==> config.mk <==
export PLATFORM = sky130hd
export DESIGN_NAME = char_plotter
export DESIGN_NICKNAME = d
export VERILOG_FILES = /design/src/rtl/char_plotter.sv
export SDC_FILE = /design/constraint.sdc
export NUM_CORES = 1
export LEC_CHECK = 0
export ABC_AREA = 1
export ABC_CLOCK_PERIOD_IN_PS = 1700
export CORE_ASPECT_RATIO = 1.4
export CORE_MARGIN = 4
export CORE_UTILIZATION = 52
export CTS_CLUSTER_DIAMETER = 200
export CTS_CLUSTER_SIZE = 16
export DETAILED_ROUTE_END_ITERATION = 8
export GPL_ROUTABILITY_DRIVEN = 0
export PLACE_DENSITY = 0.8
export SLEW_MARGIN = 20
export SYNTH_ARGS = -nofsm -noshare
export SYNTH_HDL_FRONTEND = slang
export SYNTH_SLANG_ARGS = --single-unit
==> constraint.sdc <==
create_clock -name clk -period 1.7 [get_ports clk]
set_input_delay 0.34 -clock clk [delete_from_list [all_inputs] [get_ports clk]]
set_output_delay 0.34 -clock clk [all_outputs]
set_load 0.02 [all_outputs]
==> src/rtl/char_plotter.sv <==
// Glyph plotter: scans a GLYPH_W x GLYPH_H box in row-major order, asks an
// external combinational glyph LUT for each pixel and emits VGA plot strobes.
module char_plotter #(
    parameter int          GLYPH_W   = 10,
    parameter int          GLYPH_H   = 10,
    parameter bit          DRAW_BG   = 1'b0,
    parameter logic [5:0]  BG_COLOUR = 6'b000000
) (
    input  logic       clk,
    input  logic       resetn,
    input  logic       start,
    input  logic [7:0] char_x,
    input  logic [7:0] char_y,
    input  logic       pause,
    input  logic [5:0] glyph_colour,
    input  logic       glyph_enable,
    output logic [7:0] flush_x,
    output logic [7:0] flush_y,
    output logic       plot,
    output logic [7:0] plot_x,
    output logic [7:0] plot_y,
    output logic [5:0] plot_colour,
    output logic       busy,
    output logic       done
);

    localparam logic [1:0] IDLE   = 2'd0;
    localparam logic [1:0] SCAN   = 2'd1;
    localparam logic [1:0] FINISH = 2'd2;

    localparam logic [7:0] COL_LAST = 8'(GLYPH_W - 1);
    localparam logic [7:0] ROW_LAST = 8'(GLYPH_H - 1);

    logic [1:0] state_r;
    logic [7:0] origin_x_r;
    logic [7:0] off_x_r;
    logic [7:0] off_y_r;
    logic [7:0] flush_x_r;
    logic [7:0] flush_y_r;
    logic       plot_r;
    logic [7:0] plot_x_r;
    logic [7:0] plot_y_r;
    logic [5:0] plot_colour_r;
    logic       busy_r;
    logic       done_r;

    logic       hit_s;
    logic [5:0] pix_colour_s;
    logic       last_col_s;
    logic       last_row_s;

    // Per-pixel decision for the coordinate currently presented to the LUT.
    always_comb begin
        hit_s        = glyph_enable | DRAW_BG;
        pix_colour_s = BG_COLOUR;
        if (glyph_enable) begin
            pix_colour_s = glyph_colour;
        end else begin
            pix_colour_s = BG_COLOUR;
        end
        last_col_s = (off_x_r == COL_LAST);
        last_row_s = (off_y_r == ROW_LAST);
    end

    // Draw sequencer: accept, scan with pause support, completion pulse.
    always_ff @(posedge clk or negedge resetn) begin
        if (!resetn) begin
            state_r       <= IDLE;
            origin_x_r    <= 8'd0;
            off_x_r       <= 8'd0;
            off_y_r       <= 8'd0;
            flush_x_r     <= 8'd0;
            flush_y_r     <= 8'd0;
            plot_r        <= 1'b0;
            plot_x_r      <= 8'd0;
            plot_y_r      <= 8'd0;
            plot_colour_r <= 6'd0;
            busy_r        <= 1'b0;
            done_r        <= 1'b0;
        end else begin
            case (state_r)
                IDLE: begin
                    plot_r <= 1'b0;
                    done_r <= 1'b0;
                    if (start) begin
                        origin_x_r <= char_x;
                        flush_x_r  <= char_x;
                        flush_y_r  <= char_y;
                        off_x_r    <= 8'd0;
                        off_y_r    <= 8'd0;
                        busy_r     <= 1'b1;
                        state_r    <= SCAN;
                    end
                end
                SCAN: begin
                    if (pause) begin
                        plot_r <= 1'b0;
                    end else begin
                        plot_r <= hit_s;
                        // Position/colour registers keep their last value on a miss.
                        if (hit_s) begin
                            plot_x_r      <= flush_x_r;
                            plot_y_r      <= flush_y_r;
                            plot_colour_r <= pix_colour_s;
                        end
                        if (last_col_s) begin
                            off_x_r   <= 8'd0;
                            flush_x_r <= origin_x_r;
                            if (last_row_s) begin
                                state_r <= FINISH;
                            end else begin
                                off_y_r   <= off_y_r + 8'd1;
                                flush_y_r <= flush_y_r + 8'd1;
                            end
                        end else begin
                            off_x_r   <= off_x_r + 8'd1;
                            flush_x_r <= flush_x_r + 8'd1;
                        end
                    end
                end
                FINISH: begin
                    plot_r  <= 1'b0;
                    busy_r  <= 1'b0;
                    done_r  <= 1'b1;
                    state_r <= IDLE;
                end
                default: begin
                    plot_r  <= 1'b0;
                    busy_r  <= 1'b0;
                    done_r  <= 1'b0;
                    state_r <= IDLE;
                end
            endcase
        end
    end

    assign flush_x     = flush_x_r;
    assign flush_y     = flush_y_r;
    assign plot        = plot_r;
    assign plot_x      = plot_x_r;
    assign plot_y      = plot_y_r;
    assign plot_colour = plot_colour_r;
    assign busy        = busy_r;
    assign done        = done_r;

endmodule

==> results of run 1 <==
==> logic make-up (layout without fill, tap and decap cells) <==
kind of cell / count (synthesis) / count (layout) / synth area share [%]
and+or+nand+nor: 246 / 246 / 29.9
DFF: 67 / 67 / 48.0
buffers and inverters: 58 / 148 / 7.35
adders and majority gates: 6 / 6 / 2.15
muxes: 3 / 3 / 0.932
xor gates and xnor gates: 4 / 4 / 1.00
AOI/OAI and AO/OA: 66 / 66 / 10.7
==> final timing paths <==
path	to	slack [ns]	cells after the start
hold / removal	plot_colour[4]	0.46	2
setup reg to reg	flush_y[1]	0.12	7
min in group clk	plot_y[2]	0.48	2
setup / recovery	flush_y[4]	0.04	1
max in group asynchronous	origin_x_r[0]	0.74	3
hold reg to reg	plot_y[2]	0.48	2
==> final cells by class <==
type,count,area (sq um)
clock inverters,6,80.1
fillers,543,1990
clock buffers,10,128
well taps,74,92.6
repair buffers,87,868
flip-flops and latches,67,1680
inverters,45,170
multi-input cells,325,1560
==> what timing repair did <==
item | 4_1_cts | 5_1_grt
setup endpoints to repair | 12 | 17
hold endpoints to repair | 17 | 0
setup buffers | 0 | 0
hold buffers | 1 | 0
gates resized for setup | 12 | 12
==> cells in the mapped netlist, types with 2 or more instances <==
cell	number
nand4_1	6
o22ai_1	2
nand3_1	33
dfrtp_1	67
inv_1	38
xor2_1	2
xnor2_1	2
nand2_2	2
nand2_1	157
nand2_4	2
nor2_1	37
o21ai_0	15
or2_1	2
inv_2	6
mux2_2	2
ha_1	6
buf_6	3
o21ai_2	8
o21ai_1	9
buf_2	9
a21oi_1	28
==> registers in the layout, indices dropped and copies added (netlist names), 6 cells and up <==
name,count
off_y_r,8
plot_x,8
plot_colour,6
plot_y,8
origin_x_r,8
flush_y,8
off_x_r,8
flush_x,8
==> power groups by stage <==
stage | Combinational [mW] | Clock (mW) | Sequential (mW)
3_3_place_gp | 4.24 | 0 | 2.75
2_1_floorplan | 2.11 | 0 | 3.26
3_5_place_dp | 4.36 | 0 | 2.78
5_1_grt | 4.68 | 1.52 | 2.84
6_report | 4.25 | 1.43 | 2.75
4_1_cts | 4.30 | 1.44 | 2.75
==> placed cells by master (no fill, tap or decap), types with 2 or more instances in the layout <==
| cell | count |
|---|---|
| inv_1 | 38 |
| dfrtp_1 | 67 |
| o21ai_2 | 8 |
| nand2_4 | 2 |
| o22ai_1 | 2 |
| dlygate4sd2_1 | 12 |
| nand2_1 | 157 |
| a21oi_1 | 28 |
| o21ai_1 | 9 |
| o21ai_0 | 15 |
| or2_1 | 2 |
| mux2_2 | 2 |
| nand4_1 | 6 |
| clkbuf_8 | 9 |
| nor2_1 | 36 |
| dlymetal6s2s_1 | 11 |
| nand3_1 | 33 |
| xor2_1 | 2 |
| ha_1 | 6 |
| buf_4 | 16 |
| bufinv_16 | 2 |
| nor2_2 | 2 |
| buf_12 | 3 |
| xnor2_1 | 2 |
| clkinv_2 | 5 |
| nand2_2 | 2 |
| inv_2 | 6 |
| clkdlybuf4s50_1 | 43 |
==> through the flow <==
stage	total power [mW]	setup WS (ns)	area, sq um	hold slack [ns]	std cells
final	8.43	0.0377	4580	0.461	614
after detailed placement	7.13	0.0456	4340	0.319	597
after global routing	9.04	0.0000605	4580	0.488	614
after global placement	6.99	0.0890	4340	0.319	597
after CTS	8.49	0.00213	4550	0.476	614
after floorplan	5.38	0.213	3490	0.0444	450
==> metal layers <==
metal	GRT usage (%)	vias up	wire length (um)
met3	5.86	20	438
met1	24.8	1499	3530
met4	8.52	0	207
li1	-	1604	-
met5	0	-	0
met2	39.1	91	4330
==> impl_metrics.yaml, run 1 <==
outcome:
  status: "completed"
global_route:
  grt_max_degree: 27
  grt_pass1_vias: 3173
  antenna_found_initial: 0
  grt-ovfl-total: 0
  grt_usage_pct: 22.0
  grt_pass1_wl_um: 14200
cells_and_area:
  utilization_pct: 69.7
  final_nets: 568
  syn_to_final_growth_pct: 31.1
  diodes: 0
  final_layout_size_suffix_gt1_share_pct: 11.5
sta:
  worstMarginPinSlew_ns: 0.472
  fin_crit_ns: 1.66
  max_freq_mhz: 602
  setup_tns_ns: 0
  slew_violations: 0
  max_slew_margin_pct: 68.6
  fin_skew_ns: 0.0112
  finalCritPeriodShare_pct: 97.8
  finalHoldViolations: 0
  rsz0062_at_grt: "no"
  setup_viol: 0
power:
  switchingPower_mw: 3.63
  pwr-share-comb_pct: 50.5
  powerDensity_mw_per_mm2: 1840
  seq_power_share_pct: 32.6
  power_leakage_nw: 2.44
  p_sw_share_pct: 43.0
  vdd_ir_drop_max_uv: 995
  clock_power_share_pct: 17.0
  p_int_mw: 4.80
placement:
  dp_hpwl_um: 6210
  portBuffers: 67
critical_path:
  cpPeakStageDelay_ns: 0.61
  cp_num_buf_inv: 1
  arrival_ns: 1.32
  regToRegStartpoint: "state_r[0]"
  required_ns: 1.36
  path_max_fanout: 2
  crit_path_start_kind: "flop"
  path_delay_family: "buffers and inverters"
  crit_path_start: "flush_y[4]"
  crit_slowest_cell: "clkdlybuf4s50_1"
  path_class: "reg2out"
  crit_path_end_kind: "output port"
  path_cells: "clkdlybuf4s50_1"
floorplanning:
  start_util_pct: 53.1
  die_h_um: 105
  ios: 68
  die_area_sq_mm: 0.00811
  row_count: 35
  die_w_um: 77.2
  core_area_sq_mm: 0.00657
synthesis:
  synth-edff-count: 0
  ys_ff_latch: 67
  synth_area_sq_mm: 0.00349
  synth_top_area_cell: "dfrtp_1"
  ys_warn_count: 0
  synth_cell_types: 35
  ys_top_cells_by_area: "dfrtp_1 48%, nand2_1 17%, nand3_1 4.7%"
  syn_area_per_cell_sq_um: 7.76
  synthCells: 450
  ys_seq_area_share_pct: 48.0
  yosysTopAreaCellShare_pct: 48.0
  synthArstFlopShare_pct: 100
  synthesis.nets: 483
  synth_flop_cell: "dfrtp_1"
detailed_routing:
  drt_iter0_drc: 186
  wire_per_inst_um: 13.8
  wirelength_um: 8500
  dr.pass1.iters: 4
  via_count: 3214
  route.detailed.drc: 0
  via_per_inst: 5.23
  antenna_left: 0
clocking:
  clockBufferDepth: 2
  htree_levels: 3
  cts_tree: "done"
  numCtsBuffers: 9
  clock_sinks: 67
  root_buffer: "clkbuf_8"
  path_clk_slew_ns: 0.08
  clk-insertion-delay-late_ns: 0.36
min_path:
  hp-class: "in2async"
flow_run:
  maxCapViolations: 0
Note: power is estimated with default switching activity, not from simulation.
==> run 2: changes to the inputs <==
ABC_CLOCK_PERIOD_IN_PS = unset   (was 1700)
CORE_UTILIZATION = 47   (was 52)
PLACE_DENSITY = 0.76   (was 0.8)
clock period = 1.45 ns   (was 1.7 ns; I/O delays follow)
==> run 2 against run 1 <==
- the flow now finishes with violations (setup timing)
- combinational power is 38% higher
- wire length is 12% higher
- register-to-register slack worse by 0.13 ns
- global-route usage is 0.73 points lower
- sequential share of layout area is 3.1 points lower
- worst hold slack better by 0.013 ns
- clock skew is 0.0057 ns lower
- first-iteration DRC count is 33% lower
- clock power is 3% higher
- clock-buffer cell count is 5 higher
- critical path type is now reg2reg
- largest cell class is now multi-input combinational cells
==> impl_metrics.yaml, run 2 (synthesized netlist as in run 1, its figures left out) <==
outcome:
  status: "complete, but fails checks"
  violations: "setup timing"
critical_path:
  crit_path_start: "off_x_r[1]"
  required_ns: 1.69
  path_class: "reg2reg"
  path_depth: 10
  crit_path_start_kind: "flop"
  crit_slowest_cell: "dfrtp_1"
  rrSetupSlack_ns: -0.01
  regToRegStartpoint: "off_x_r[1]"
  r2r_cells: 10
  path_max_fanout: 5
  cp_num_buf_inv: 2
  cp_common_cell: "nand2_2"
  path_cells: "inv_1 > ha_2 > nand2_2 > nor2_4 > nand2_4 > nand2_8 > nand3_4 > buf_6 > nand2_2 > nand2_1"
  cpPeakStageDelay_ns: 0.39
  r2r-end: "flush_y[7]"
  path_delay_family: "simple AND/OR/NAND/NOR gates"
  crit_path_end_kind: "flop"
  crit_end: "flush_y[7]"
  arrival_ns: 1.70
global_route:
  grt_pass1_wl_um: 14600
  grt-ovfl-total: 0
  grt_use_met3_pct: 5.20
  grt.busiest_layer: "met2"
  grt_max_degree: 68
  antenna_found_initial: 0
  grt_usage_pct: 21.3
  grt_pass1_vias: 3254
  met1_usage_pct: 23.7
  grt_use_met2_pct: 38.4
sta:
  worstMarginPinSlew_ns: 0.354
  max_slew_margin_pct: 76.4
  fin_crit_ns: 1.46
  setup_ws_ns: -0.00962
  slew_violations: 0
  setup_viol: 5
  finalHoldViolations: 0
  fin_skew_ns: 0.00550
  max_freq_mhz: 685
  finalCritPeriodShare_pct: 101
  rsz0062_at_grt: "yes"
  setup_tns_ns: -0.0184
  holdWs_ns: 0.475
placement:
  dp_hpwl_um: 6290
  placed_cells: 640
  portBuffers: 67
detailed_routing:
  drt_iter0_drc: 125
  via_count: 3413
  route.detailed.drc: 0
  antenna_left: 0
  via_per_inst: 5.06
  wire_per_inst_um: 14.1
  wirelength_um: 9490
  dr.pass1.iters: 4
clocking:
  root_buffer: "clkbuf_8"
  clockBufferDepth: 2
  clk-insertion-delay-late_ns: 0.35
  path_clk_slew_ns: 0.07
  cts_tree: "done"
  numCtsBuffers: 9
  clock_sinks: 67
  htree_levels: 3
floorplanning:
  core_area_sq_mm: 0.00712
  die_w_um: 80.8
  ios: 68
  row_count: 36
  start_util_pct: 49.1
  die_area_sq_mm: 0.00889
  die_h_um: 110
cells_and_area:
  mostFrequentLayoutCell: "nand2_1"
  diodes: 0
  fillers: 600
  final_layout_size_suffix_gt1_share_pct: 21.2
  final-instance-count-excl-fill: 674
  final_nets: 607
  mostFrequentLayoutCells: "148 x nand2_1, 65 x dfrtp_1, 44 x buf_4"
  syn_to_final_growth_pct: 43.3
power:
  clock_power_share_pct: 14.1
  pwr-share-comb_pct: 56.2
  vdd_ir_drop_max_uv: 1170
  switchingPower_mw: 4.56
  power_leakage_nw: 2.59
  powerDensity_mw_per_mm2: 2090
  p_sw_share_pct: 43.6
  seq_power_share_pct: 29.7
  finalPower_mw: 10.5
  p_int_mw: 5.90
min_path:
  min_delay_path_depth: 2
  hp-class: "reg2reg"
flow_run:
  maxCapViolations: 0
[run 2: changes by cell type in the layout (fill, tap and decap cells not counted), moves of 4 or more]
cell / delta
buf_4: +28
buf_6: +7
clkbuf_8: +4
clkdlybuf4s50_1: -18
clkinv_2: -4
dlygate4sd2_1: +25
dlymetal6s2s_1: -11
inv_4: +4
nand2_1: -9
nand2_2: +7
o21ai_0: -7
o21ai_1: +7
[run 2: per-stage QoR]
stage | setup WS [ns] | cell area [sq um] | utilization, %
after detailed placement | -0.226 | 4520 | 63.6
after global placement | -0.207 | 4520 | 63.6
after CTS | -0.0513 | 4740 | 66.6
after global routing | -0.0825 | 5000 | 70.3
final | -0.00962 | 5000 | 70.3
after floorplan | 0.00479 | 3490 | -
[run 2: final cells by class]
cell class	instances	area, sq um	share of cell area [%]
Timing Repair Buffer	124	1150	23.0
Clock inverter	1	5.00	0.100
Tap cell	95	119	2.38
Sequential cell	67	1680	33.6
Multi-Input combinational cell	327	1680	33.7
Inverter	45	179	3.58
Clock buffer	15	186	3.73
[run 2: how the worst min path moves through the flow]
stage                          from             end  slack (ns)
global placement             resetn      off_y_r[2]        0.33
detailed placement           resetn      off_y_r[2]        0.34
floorplan                    resetn            busy      -0.006
finish                    plot_y[1]       plot_y[1]        0.47
CTS                 glyph_colour[4]  plot_colour[4]        0.47
global route        glyph_colour[3]  plot_colour[3]        0.49
[run 2: worst reg2reg max path, stage by stage, from the launching register on]
cell and delay [ns]:
dfrtp_1 0.39, inv_1 0.06, ha_2 0.18, nand2_2 0.06, nor2_4 0.10, nand2_4 0.08, nand2_8 0.09, nand3_4 0.13
buf_6 0.17, nand2_2 0.05, nand2_1 0.05
[run 2: routing by layer]
| metal | up-vias | routed length [um] |
|---|---|---|
| met1 | 1612 | 3680 |
| met3 | 20 | 374 |
| met5 | - | 0 |
| met2 | 87 | 5160 |
| met4 | 0 | 276 |
| li1 | 1694 | - |
[run 2: what timing repair did]
action                                  CTS  global route
buffers inserted                          3             8
hold buffers                              1             0
cloned                                    2             4
pin swaps                                10             9
endpoints found under the setup margin   59            56
resized for setup                        51            41
hold endpoints to repair                 67             0
[run 2: power by group through the flow]
stage | Combinational [mW] | Clock, mW | Sequential (mW)
floorplan | 2.48 | 0 | 3.82
global placement | 5.42 | 0 | 3.10
detailed placement | 5.56 | 0 | 3.13
CTS | 5.38 | 1.51 | 3.08
global route | 6.46 | 1.61 | 3.20
finish | 5.88 | 1.47 | 3.11
==> run 3: changes to the inputs <==
ABC_CLOCK_PERIOD_IN_PS = 1450   (was unset)
==> results of run 3 <==
No change in the layout: final DEF, timing and power equal those of run 2.
